### config.mk
export PLATFORM = sky130hd
export DESIGN_NAME = sram_mem_responder
export DESIGN_NICKNAME = d
export VERILOG_FILES = /design/src/rtl/sram_mem_responder.sv
export SDC_FILE = /design/constraint.sdc
export NUM_CORES = 1
export LEC_CHECK = 0
export CAP_MARGIN = 20
export CORE_MARGIN = 5
export CORE_UTILIZATION = 42
export DETAILED_ROUTE_END_ITERATION = 10
export PLACE_DENSITY = 0.76
export SYNTH_ARGS = -nofsm -noshare
export SYNTH_HDL_FRONTEND = slang
export SYNTH_SLANG_ARGS = --single-unit
### constraint.sdc
create_clock -name clk -period 1.9 [get_ports clk]
set_input_delay 0.38 -clock clk [delete_from_list [all_inputs] [get_ports clk]]
set_output_delay 0.38 -clock clk [all_outputs]
set_load 0.02 [all_outputs]
### src/rtl/sram_mem_responder.sv
// rtl/sram_mem_responder.sv - 32-bit memory-stage responder over a 16-bit asynchronous SRAM
// Optional feature macro: SRAM_LAST_READ_EN (one-entry last-read bypass).
module sram_mem_responder #(
    parameter int unsigned BASE_ADDR   = 1024,
    parameter int unsigned WAIT_CYCLES = 3,
    parameter int unsigned SRAM_AW     = 18
) (
    input  logic               clk,
    input  logic               rst,
    input  logic               mem_read,
    input  logic               mem_write,
    input  logic [31:0]        address,
    input  logic [31:0]        write_data,
    output logic [31:0]        read_data,
    output logic               ready,
    output logic [SRAM_AW-1:0] sram_addr,
    output logic [15:0]        sram_dq_out,
    output logic               sram_dq_oe,
    input  logic [15:0]        sram_dq_in,
    output logic               sram_we_n
);
    localparam int CW = $clog2(WAIT_CYCLES);
    localparam logic [CW-1:0] CNT_LAST = CW'(WAIT_CYCLES - 1);
    localparam logic [CW-1:0] CNT_HOLD = CW'(WAIT_CYCLES - 2);

    typedef enum logic [1:0] {IDLE, LOW, HIGH, DONE} state_t;

    state_t             state;
    logic [CW-1:0]      cnt;
    logic               is_write;
    logic [SRAM_AW-2:0] word_q;
    logic [15:0]        wdata_hi;
    logic [15:0]        rd_low;
    logic [SRAM_AW-2:0] req_word;

    assign req_word = (SRAM_AW-1)'((address - BASE_ADDR) >> 2);

`ifdef SRAM_LAST_READ_EN
    logic [31:0] addr_q;
    logic [31:0] last_addr;
    logic [31:0] last_data;
    logic        last_valid;
    logic        hit;

    assign hit = mem_read && !mem_write && last_valid && (address == last_addr);
`endif

    always_ff @(posedge clk) begin
        if (rst) begin
            state       <= IDLE;
            cnt         <= '0;
            is_write    <= 1'b0;
            word_q      <= '0;
            wdata_hi    <= '0;
            rd_low      <= '0;
            read_data   <= '0;
            ready       <= 1'b0;
            sram_addr   <= '0;
            sram_dq_out <= '0;
            sram_dq_oe  <= 1'b0;
            sram_we_n   <= 1'b1;
`ifdef SRAM_LAST_READ_EN
            addr_q      <= '0;
            last_addr   <= '0;
            last_data   <= '0;
            last_valid  <= 1'b0;
`endif
        end else begin
            case (state)
                IDLE: begin
                    cnt <= '0;
                    if (mem_read || mem_write) begin
                        is_write <= mem_write;
                        word_q   <= req_word;
                        wdata_hi <= write_data[31:16];
`ifdef SRAM_LAST_READ_EN
                        addr_q <= address;
                        if (mem_write) last_valid <= 1'b0;
                        if (hit) begin
                            state     <= DONE;
                            ready     <= 1'b1;
                            read_data <= last_data;
                        end else
`endif
                        begin
                            state       <= LOW;
                            sram_addr   <= {req_word, 1'b0};
                            sram_dq_out <= mem_write ? write_data[15:0] : 16'h0000;
                            sram_dq_oe  <= mem_write;
                            sram_we_n   <= !mem_write;
                        end
                    end
                end
                LOW: begin
                    if (cnt == CNT_LAST) begin
                        cnt         <= '0;
                        state       <= HIGH;
                        rd_low      <= sram_dq_in;
                        sram_addr   <= {word_q, 1'b1};
                        sram_dq_out <= is_write ? wdata_hi : 16'h0000;
                        sram_we_n   <= !is_write;
                    end else begin
                        cnt <= cnt + 1'b1;
                        // Release WE one cycle early so data is held past the strobe edge
                        if (cnt == CNT_HOLD) sram_we_n <= 1'b1;
                    end
                end
                HIGH: begin
                    if (cnt == CNT_LAST) begin
                        cnt         <= '0;
                        state       <= DONE;
                        ready       <= 1'b1;
                        sram_addr   <= '0;
                        sram_dq_out <= '0;
                        sram_dq_oe  <= 1'b0;
                        sram_we_n   <= 1'b1;
                        if (!is_write) begin
                            read_data <= {sram_dq_in, rd_low};
`ifdef SRAM_LAST_READ_EN
                            last_addr  <= addr_q;
                            last_data  <= {sram_dq_in, rd_low};
                            last_valid <= 1'b1;
`endif
                        end
                    end else begin
                        cnt <= cnt + 1'b1;
                        if (cnt == CNT_HOLD) sram_we_n <= 1'b1;
                    end
                end
                DONE: begin
                    ready <= 1'b0;
                    state <= IDLE;
                end
                default: state <= IDLE;
            endcase
        end
    end
endmodule

==> metrics, run 1 <==
status completed; Yosys warnings 0; Final setup viols 0; register area share after synthesis 0.4985; Syn Area/Cell 8.151 µm²; Hold WC Path Type in2reg; post-cts resize count 0; fin. max-slew vios 0; Rows 39; dominant cell type by area after synthesis dfxtp_1; ys flop type dfxtp_1; Area Growth Syn to Fin 46.88%; Hold Fails Final Rpt 0; r2r worst-path depth 6; vias in the first global route 4774; crit end category flip-flop; CTS buffer count 17; clock root cell clkbuf_16; Remaining Overflow, GRT 0; All-Layer GR Usage 0.2021; DP Area 6635 µm²; slowest CP cell ha_2; routed wire length per instance 15.89 µm; DP HPWL 9835 µm; Post-Layout Inst Area 7256 µm²; largest net degree at the start of global routing 51; Max IR drop VDD 0.9886 mV; clk_skew 0.005606 ns; Synth Instances 606; first-pass GRT wire length 23340 µm; crit start category flip-flop; Syn Std Cell Area 4940 µm²; DR vias 4826; P per Cell Area 1541 nW/µm²; Sink Count 123; die area 14030 µm²; CP peak stage delay 0.43 ns; synth unique cells 38; CTS tree done; Initial Utilization 0.4308; Post-CTS Hold Fix Bufs 0; dpl ws -0.3616 ns; Fmax 0.5450 GHz; Lkg Pwr 2.610 nW; Max Cap Viol 0; gpl congestion 0.8253; hold path cells 2; Net Count, Synth 696; WP data required 2.20 ns; cell chain of the critical path inv_1 -> ha_2 -> and2_1 -> buf_4 -> nand2_1 -> a311oi_1; clk slew on worst S/H paths 0.05 ns; top post-synthesis cells by area dfxtp_1, a21oi_1, nand2_1; Worst-Skew Late Latency 0.41 ns; Post-Route WL 14330 µm; Post-synth ARST share 0; max_slew headroom 0.6244; DRC errors left 0; number of vias per cell 5.350; ratio of cells with drive above 1 in the final layout 0.1028; DR pass1 iterations 5; clk buf depth 2; PortBufs 137; Horiz. Die Dim 118.5 µm; nets 836; antenna cell count 0; final worst path period need 1.835 ns; H-tree depth 4; Post-synth EDFFs 0; post-synth top area share 0.4985; Yosys reg bits 123; antenna violations before repair 0; Worst Path Class, Setup reg2reg; fill count 962; RSZ-0062 raised after global routing no; CP max FO 17; Arr. time, crit path 2.14 ns; drt first-iter violations 376; final setup margin 0.06516 ns; Post-CTS Setup Bufs 0; I/O pin count 153; Detail Route Antenna Nets 0; worst slew pin tran 0.5621 ns; Core Region 11470 µm²; DIE HEIGHT 118.5 µm; Final period util 0.9657
[cell type report]
| class | count | area [µm²] | share of cell area |
|---|---|---|---|
| clock buffer | 20 | 436.7 | 0.06018 |
| clock inverter | 12 | 172.7 | 0.02380 |
| inverter | 6 | 22.52 | 0.003104 |
| multi-input combinational | 427 | 2292 | 0.3159 |
| sequential | 123 | 2464 | 0.3395 |
| tap | 143 | 178.9 | 0.02466 |
| timing repair buffer | 171 | 1689 | 0.2328 |
[synth_stat cells, drive strengths merged (2+ instances only)]
library cell	number
a21oi	128
buf	7
clkbuf	43
dfxtp	123
inv	6
xnor2	4
a22oi	17
ha	6
nor2b	14
a211oi	36
mux2i	3
o31ai	2
nor2	24
o21ai	6
nand2b	2
nand3	4
nand2	154
and2	3
xor2	2
a311oi	7
[worst max-delay path, delay by kind of cell (launching register included)]
kind	cells	cell delay (ns)
flip-flops	1	0.41
AND/OR/NAND/NOR	2	0.24
buffers and inverters	2	0.34
adder cells (fa/ha/maj)	1	0.43
AO/OA/AOI/OAI	1	0.32
[flip-flops by register name, indices dropped and copies added (netlist names), 2 cells and up]
| name | count |
|---|---|
| read_data | 32 |
| cnt | 2 |
| state | 2 |
| word_q | 17 |
| sram_addr | 18 |
| wdata_hi | 16 |
| rd_low | 16 |
| sram_dq_out | 16 |
[metal layers]
layer | routed length, µm | track usage | part of all wire | up-vias
met5 | 0 | 0 | 0 | -
met4 | 353 | 0.09355 | 0.025 | 0
met3 | 660 | 0.05301 | 0.046 | 26
met2 | 7316 | 0.3428 | 0.51 | 143
met1 | 6002 | 0.2391 | 0.42 | 2286
li1 | - | - | - | 2371
[metrics by stage]
stage          hold WS (ns)  TNS (ns)  utilization  power (mW)  instances
6_report             0.4359         0       0.6327       11.18        902
5_1_grt              0.4526         0       0.6327       11.81        902
4_1_cts              0.4218         0       0.6318       11.20        903
3_5_place_dp         0.4465    -3.536       0.5786       7.856        871
3_3_place_gp         0.4363    -2.431       0.5786       7.731        871
2_1_floorplan        0.4321         0            -       6.044        606
[path summary, 6_finish.rpt]
check	start	end	slack [ns]
worst max-delay path	state[1]$_SDFFE_PP0P_	sram_addr[17]$_SDFFE_PP0P_	0.07
worst min-delay path	rst	word_q[1]$_SDFFE_PP0P_	0.44
worst max register to register	state[1]$_SDFFE_PP0P_	sram_addr[17]$_SDFFE_PP0P_	0.07
worst min register to register	rd_low[3]$_SDFFE_PP0P_	read_data[3]$_SDFFE_PP0P_	0.45
[placed cells by master (no fill, tap or decap), drive strengths merged, types with 2 or more instances in the layout]
| cell type | count |
|---|---|
| o21ai | 6 |
| nand2 | 154 |
| xor2 | 2 |
| ha | 6 |
| bufinv | 4 |
| clkinvlp | 5 |
| mux2i | 3 |
| o31ai | 2 |
| inv | 6 |
| nand2b | 2 |
| nor2b | 14 |
| a21oi | 128 |
| dfxtp | 123 |
| buf | 35 |
| xnor2 | 4 |
| a311oi | 7 |
| clkbuf | 20 |
| clkinv | 3 |
| nor2 | 24 |
| a22oi | 17 |
| clkdlybuf4s50 | 135 |
| and2 | 3 |
| a211oi | 36 |
| nand3 | 4 |
[where the power goes]
group	internal, mW	switching, mW
Clock	2.18	1.14
Combinational	1.93	2.44
Sequential	3.15	0.347
[cell families (layout without fill, tap and decap cells)]
| family | count (synthesis) | after routing | share of synthesized area |
|---|---|---|---|
| and+or+nand+nor | 210 | 210 | 0.1814 |
| buffers and inverters | 56 | 209 | 0.04432 |
| muxes | 3 | 3 | 0.006079 |
| xor gates and xnor gates | 6 | 6 | 0.01064 |
| AOI/OAI and AO/OA | 202 | 202 | 0.2439 |
| DFF | 123 | 123 | 0.4985 |
| adders and majority gates | 6 | 6 | 0.01520 |
Note: power is estimated with default switching activity, not from simulation.
==> run 2: changes to the inputs <==
Settings changed: ABC_CLOCK_PERIOD_IN_PS set to 1900, CORE_MARGIN 5 to 1, SETUP_SLACK_MARGIN set to 0.3.
==> metrics, run 2 (synthesized netlist as in run 1, its figures left out) <==
status completed; max reg flops 32; DR vias 5100; Finished Core Util 0.6743; gpl congestion 0.8703; Final period util 0.8829; Worst-Skew Late Latency 0.41 ns; Hold WC Path Type in2reg; DRC errors left 0; final worst path period need 1.678 ns; Seq pwr share 0.278; final setup margin 0.2225 ns; WP data required 2.22 ns; CP peak stage delay 0.39 ns; P per Cell Area 1651 nW/µm²; antenna violations before repair 0; DP HPWL 8946 µm; vias in the first global route 4952; CTS buffer count 17; Area Growth Syn to Fin 55.88%; Sink Count 123; Fmax 0.5961 GHz; clk buf depth 2; CTS tree done; Arr. time, crit path 2.00 ns; largest register by flop count read_data; Post-CTS Hold Fix Bufs 0; I/O pin count 153; most frequent cells in the layout nand2_1, a21oi_1, dfxtp_1; largest net degree at the start of global routing 57; clk slew on worst S/H paths 0.06 ns; Lkg Pwr 3.125 nW; dpl ws -0.3270 ns; crit end category flip-flop; clk_skew 0.009678 ns; P_sw 4.497 mW; DR pass1 iterations 7; antenna cell count 0; All-Layer GR Usage 0.2413; Max IR drop VDD 1.158 mV; first-pass GRT wire length 23760 µm; top flop regs read_data: 32 flops, sram_addr: 18 flops, word_q: 17 flops; most common cell after layout, fill and taps aside nand2_1; Final setup viols 0; Post-Layout Inst Area 7700 µm²; Detail Route Antenna Nets 0; ratio of cells with drive above 1 in the final layout 0.1647; DIE HEIGHT 110.5 µm; routed wire length per instance 16.74 µm; nets 854; cell chain of the critical path inv_4 -> ha_4 -> buf_6 -> a22oi_2 -> buf_6 -> clkbuf_16 -> a21oi_1 -> a211oi_1; Post-Route WL 15400 µm; fin. max-slew vios 0; Max Cap Viol 0; crit start category flip-flop; Worst Path Class, Setup reg2reg; Horiz. Die Dim 110.5 µm; Hold Fails Final Rpt 0; CP max FO 7; clock root cell clkbuf_16; most used cell, CP buf_6; Comb power frac 0.442; clock share of power 0.280; Remaining Overflow, GRT 0; drt first-iter violations 403; PortBufs 137; die area 12200 µm²; slowest CP cell dfxtp_4; worst slew pin tran 0.6105 ns; Initial Utilization 0.4326; max_slew headroom 0.5930; RSZ-0062 raised after global routing yes; H-tree depth 4; number of vias per cell 5.543; Sw Share 0.3537; DP Area 6668 µm²; Core Region 11420 µm²; hold slack 0.2949 ns; Rows 39; Cell Int Power 8.217 mW
==> run 2: changes by cell type in the layout (fill, tap and decap cells not counted), sizes merged, moves of 4 or more <==
cell	previous run	this run
clkinv	3	8
clkdlybuf4s50	135	63
dlygate4sd2	0	69
clkinvlp	5	1
buf	35	54
==> run 2: final timing paths <==
kind	startpoint	to	slack, ns	cells past startpoint
hold / removal	address[10]	word_q[8]$_SDFFE_PP0P_	0.29	3
hold reg to reg	read_data[15]$_SDFFE_PP0P_	read_data[15]$_SDFFE_PP0P_	0.45	2
setup / recovery	state[0]$_SDFFE_PP0P_	sram_addr[9]$_SDFFE_PP0P_	0.22	8
setup reg to reg	state[0]$_SDFFE_PP0P_	sram_addr[9]$_SDFFE_PP0P_	0.22	8
==> run 2: per-stage QoR <==
| step | setup TNS [ns] | power, mW | std cells |
|---|---|---|---|
| finish | 0 | 12.71 | 920 |
| global route | 0 | 13.28 | 920 |
| CTS | 0 | 12.03 | 912 |
| detailed placement | -2.367 | 7.878 | 867 |
| global placement | -1.690 | 7.747 | 867 |
| floorplan | 0 | 6.261 | 606 |
==> run 2: power by group through the flow <==
stage | clock (mW) | sequential [mW] | combinational, mW
final | 3.55 | 3.54 | 5.62
after global routing | 3.72 | 3.60 | 5.95
after CTS | 3.58 | 3.50 | 4.95
after detailed placement | 0 | 3.54 | 4.34
after global placement | 0 | 3.52 | 4.23
after floorplan | 0 | 3.85 | 2.41
==> run 2: layer usage <==
layer  part of all wire  global-route usage  wire (µm)  vias up
li1                   -                   -          -     2415
met1               0.40              0.2815       6222     2415
met2               0.50              0.4145       7648      238
met3              0.077             0.06751       1181       32
met4              0.022             0.09956        345        0
met5                  0                   0          0        -
==> run 2: cell type report <==
class / instances / area, µm²
fill: 870 / 3719
sequential: 123 / 2472
multi-input combinational: 427 / 2431
timing repair buffer: 189 / 1931
clock buffer: 18 / 439.2
clock inverter: 14 / 220.2
tap: 143 / 178.9
inverter: 6 / 27.53
==> run 2: what timing repair did <==
action | in CTS | in global routing
setup buffers | 10 | 5
setup endpoints to repair | 107 | 53
resized for setup | 105 | 25
pin swaps | 7 | 12
gates cloned | 3 | 3
==> run 2: worst max-delay path: cells and delay by family, from the launching register on <==
kind                       cells  cell delay (ns)
adders and majority gates      1             0.16
DFF                            1             0.39
buffers and inverters          4             0.50
AOI/OAI and AO/OA              3             0.52
==> run 3: changes to the inputs <==
Settings changed: CORE_ASPECT_RATIO set to 0.9, RECOVER_POWER set to 100, REMOVE_ABC_BUFFERS set to 1.
==> metrics, run 3 (synthesized netlist as in run 1, its figures left out) <==
status completed; Max IR drop VDD 0.9065 mV; clk slew on worst S/H paths 0.05 ns; first-pass GRT wire length 22990 µm; PortBufs 137; Max Cap Viol 0; Lkg Pwr 2.989 nW; ratio of cells with drive above 1 in the final layout 0.1373; Buf/Inv on CP 2; Seq pwr share 0.306; clock root cell clkbuf_16; Arr. time, crit path 2.07 ns; P_sw 4.290 mW; clk_skew 0.006150 ns; max_slew headroom 0.6303; Fmax 0.5640 GHz; met1 wire length 6420 µm; top flop regs read_data: 32 flops, sram_addr: 18 flops, word_q: 17 flops; Initial Utilization 0.4320; Worst Path Class, Setup reg2reg; Horiz. Die Dim 116.3 µm; crit end category flip-flop; most common cell after layout, fill and taps aside nand2_1; WL met2 7340 µm; clock share of power 0.257; fin. max-slew vios 0; clk buf depth 2; drt first-iter violations 403; number of vias per cell 5.412; P per Cell Area 1558 nW/µm²; Top Layer Used met4; CP max FO 8; DRC errors left 0; Final Power 11.56 mW; Comb power frac 0.437; Finished Core Util 0.6491; nets 849; Detail Route Antenna Nets 0; Core Region 11430 µm²; WP data required 2.20 ns; Post-Route WL 15140 µm; RSZ-0062 raised after global routing yes; worst slew pin tran 0.5532 ns; antenna cell count 0; crit start category flip-flop; routed wire length per instance 16.32 µm; Rows 37; slowest CP cell dfxtp_1; most frequent cells in the layout nand2_1, a21oi_1, dfxtp_1; Cell Int Power 7.272 mW; DIE HEIGHT 104.9 µm; All-Layer GR Usage 0.2402; cell chain of the critical path inv_2 -> ha_4 -> and2_4 -> clkbuf_4 -> a2bb2oi_1 -> a211oi_1; Final period util 0.9332; Final setup viols 0; die area 12200 µm²; CTS buffer count 17; Worst-Skew Late Latency 0.40 ns; DR vias 5022; TNS Setup 0 ns; antenna violations before repair 0; metal3 WL 1206 µm; Area Growth Syn to Fin 50.25%; Hold Fails Final Rpt 0; max reg flops 32; gpl congestion 0.7998; largest net degree at the start of global routing 41; DP HPWL 8923 µm; DP Area 6681 µm²; final worst path period need 1.773 ns; Post-Layout Inst Area 7422 µm²; DR pass1 iterations 5; CP peak stage delay 0.46 ns; Hold WC Path Type in2reg; H-tree depth 4; delay-heaviest family, CP flip-flops; CTS tree done; Sink Count 123; Remaining Overflow, GRT 0; Sw Share 0.3710; vias in the first global route 4806; largest register by flop count read_data; I/O pin count 153
run 3: cell types whose count changed in the layout (fill, tap and decap cells not counted), moves of 3 or more:
cell	delta
a21oi_1	+4
a21oi_2	-4
buf_4	-6
bufinv_16	-4
clkbuf_1	+6
clkbuf_4	+3
clkinv_2	+4
clkinv_4	-6
run 3: layer usage:
| layer | global-route usage | vias to the layer above |
|---|---|---|
| li1 | - | 2410 |
| met1 | 0.3034 | 2376 |
| met2 | 0.3964 | 220 |
| met3 | 0.06787 | 16 |
| met4 | 0.06410 | 0 |
| met5 | 0 | - |
run 3: path summary, 6_finish.rpt:
| path | from | end | slack [ns] | cells after the start |
|---|---|---|---|---|
| worst max-delay path | state[1]$_SDFFE_PP0P_ | sram_addr[13]$_SDFFE_PP0P_ | 0.13 | 6 |
| worst min-delay path | rst | word_q[3]$_SDFFE_PP0P_ | 0.35 | 2 |
| worst max register to register | state[1]$_SDFFE_PP0P_ | sram_addr[13]$_SDFFE_PP0P_ | 0.13 | 6 |
| worst min register to register | rd_low[0]$_SDFFE_PP0P_ | read_data[0]$_SDFFE_PP0P_ | 0.45 | 2 |
run 3: power by group through the flow:
stage,Clock [mW],Combinational [mW],Sequential (mW)
after floorplan,0,2.02,3.84
after global placement,0,4.31,3.51
after detailed placement,0,4.40,3.53
after CTS,3.00,4.62,3.51
after global routing,3.14,5.40,3.58
final,2.97,5.06,3.53
run 3: area by class of cell:
type	instances	area (µm²)
fill	953	4013
timing repair buffer	184	1799
clock buffer	24	481.7
multi-input combinational	427	2387
inverter	6	22.52
clock inverter	8	67.56
sequential	123	2469
tap	156	195.2
run 3: what timing repair did:
action | CTS | global route
pin swaps | 7 | 7
setup endpoints to repair | 123 | 68
gates resized for setup | 99 | 34
buffers inserted | 4 | 3
hold buffers | 0 | 0
hold endpoints to repair | 0 | 0
cloned | 2 | 4
run 3: through the flow:
stage / cells / hold slack (ns) / setup slack (ns)
finish: 928 / 0.3495 / 0.1269
global route: 928 / 0.3525 / 0.1485
CTS: 921 / 0.3401 / 0.2761
detailed placement: 883 / 0.4450 / -0.3346
global placement: 883 / 0.4352 / -0.2699
floorplan: 556 / 0.4260 / -0.6127
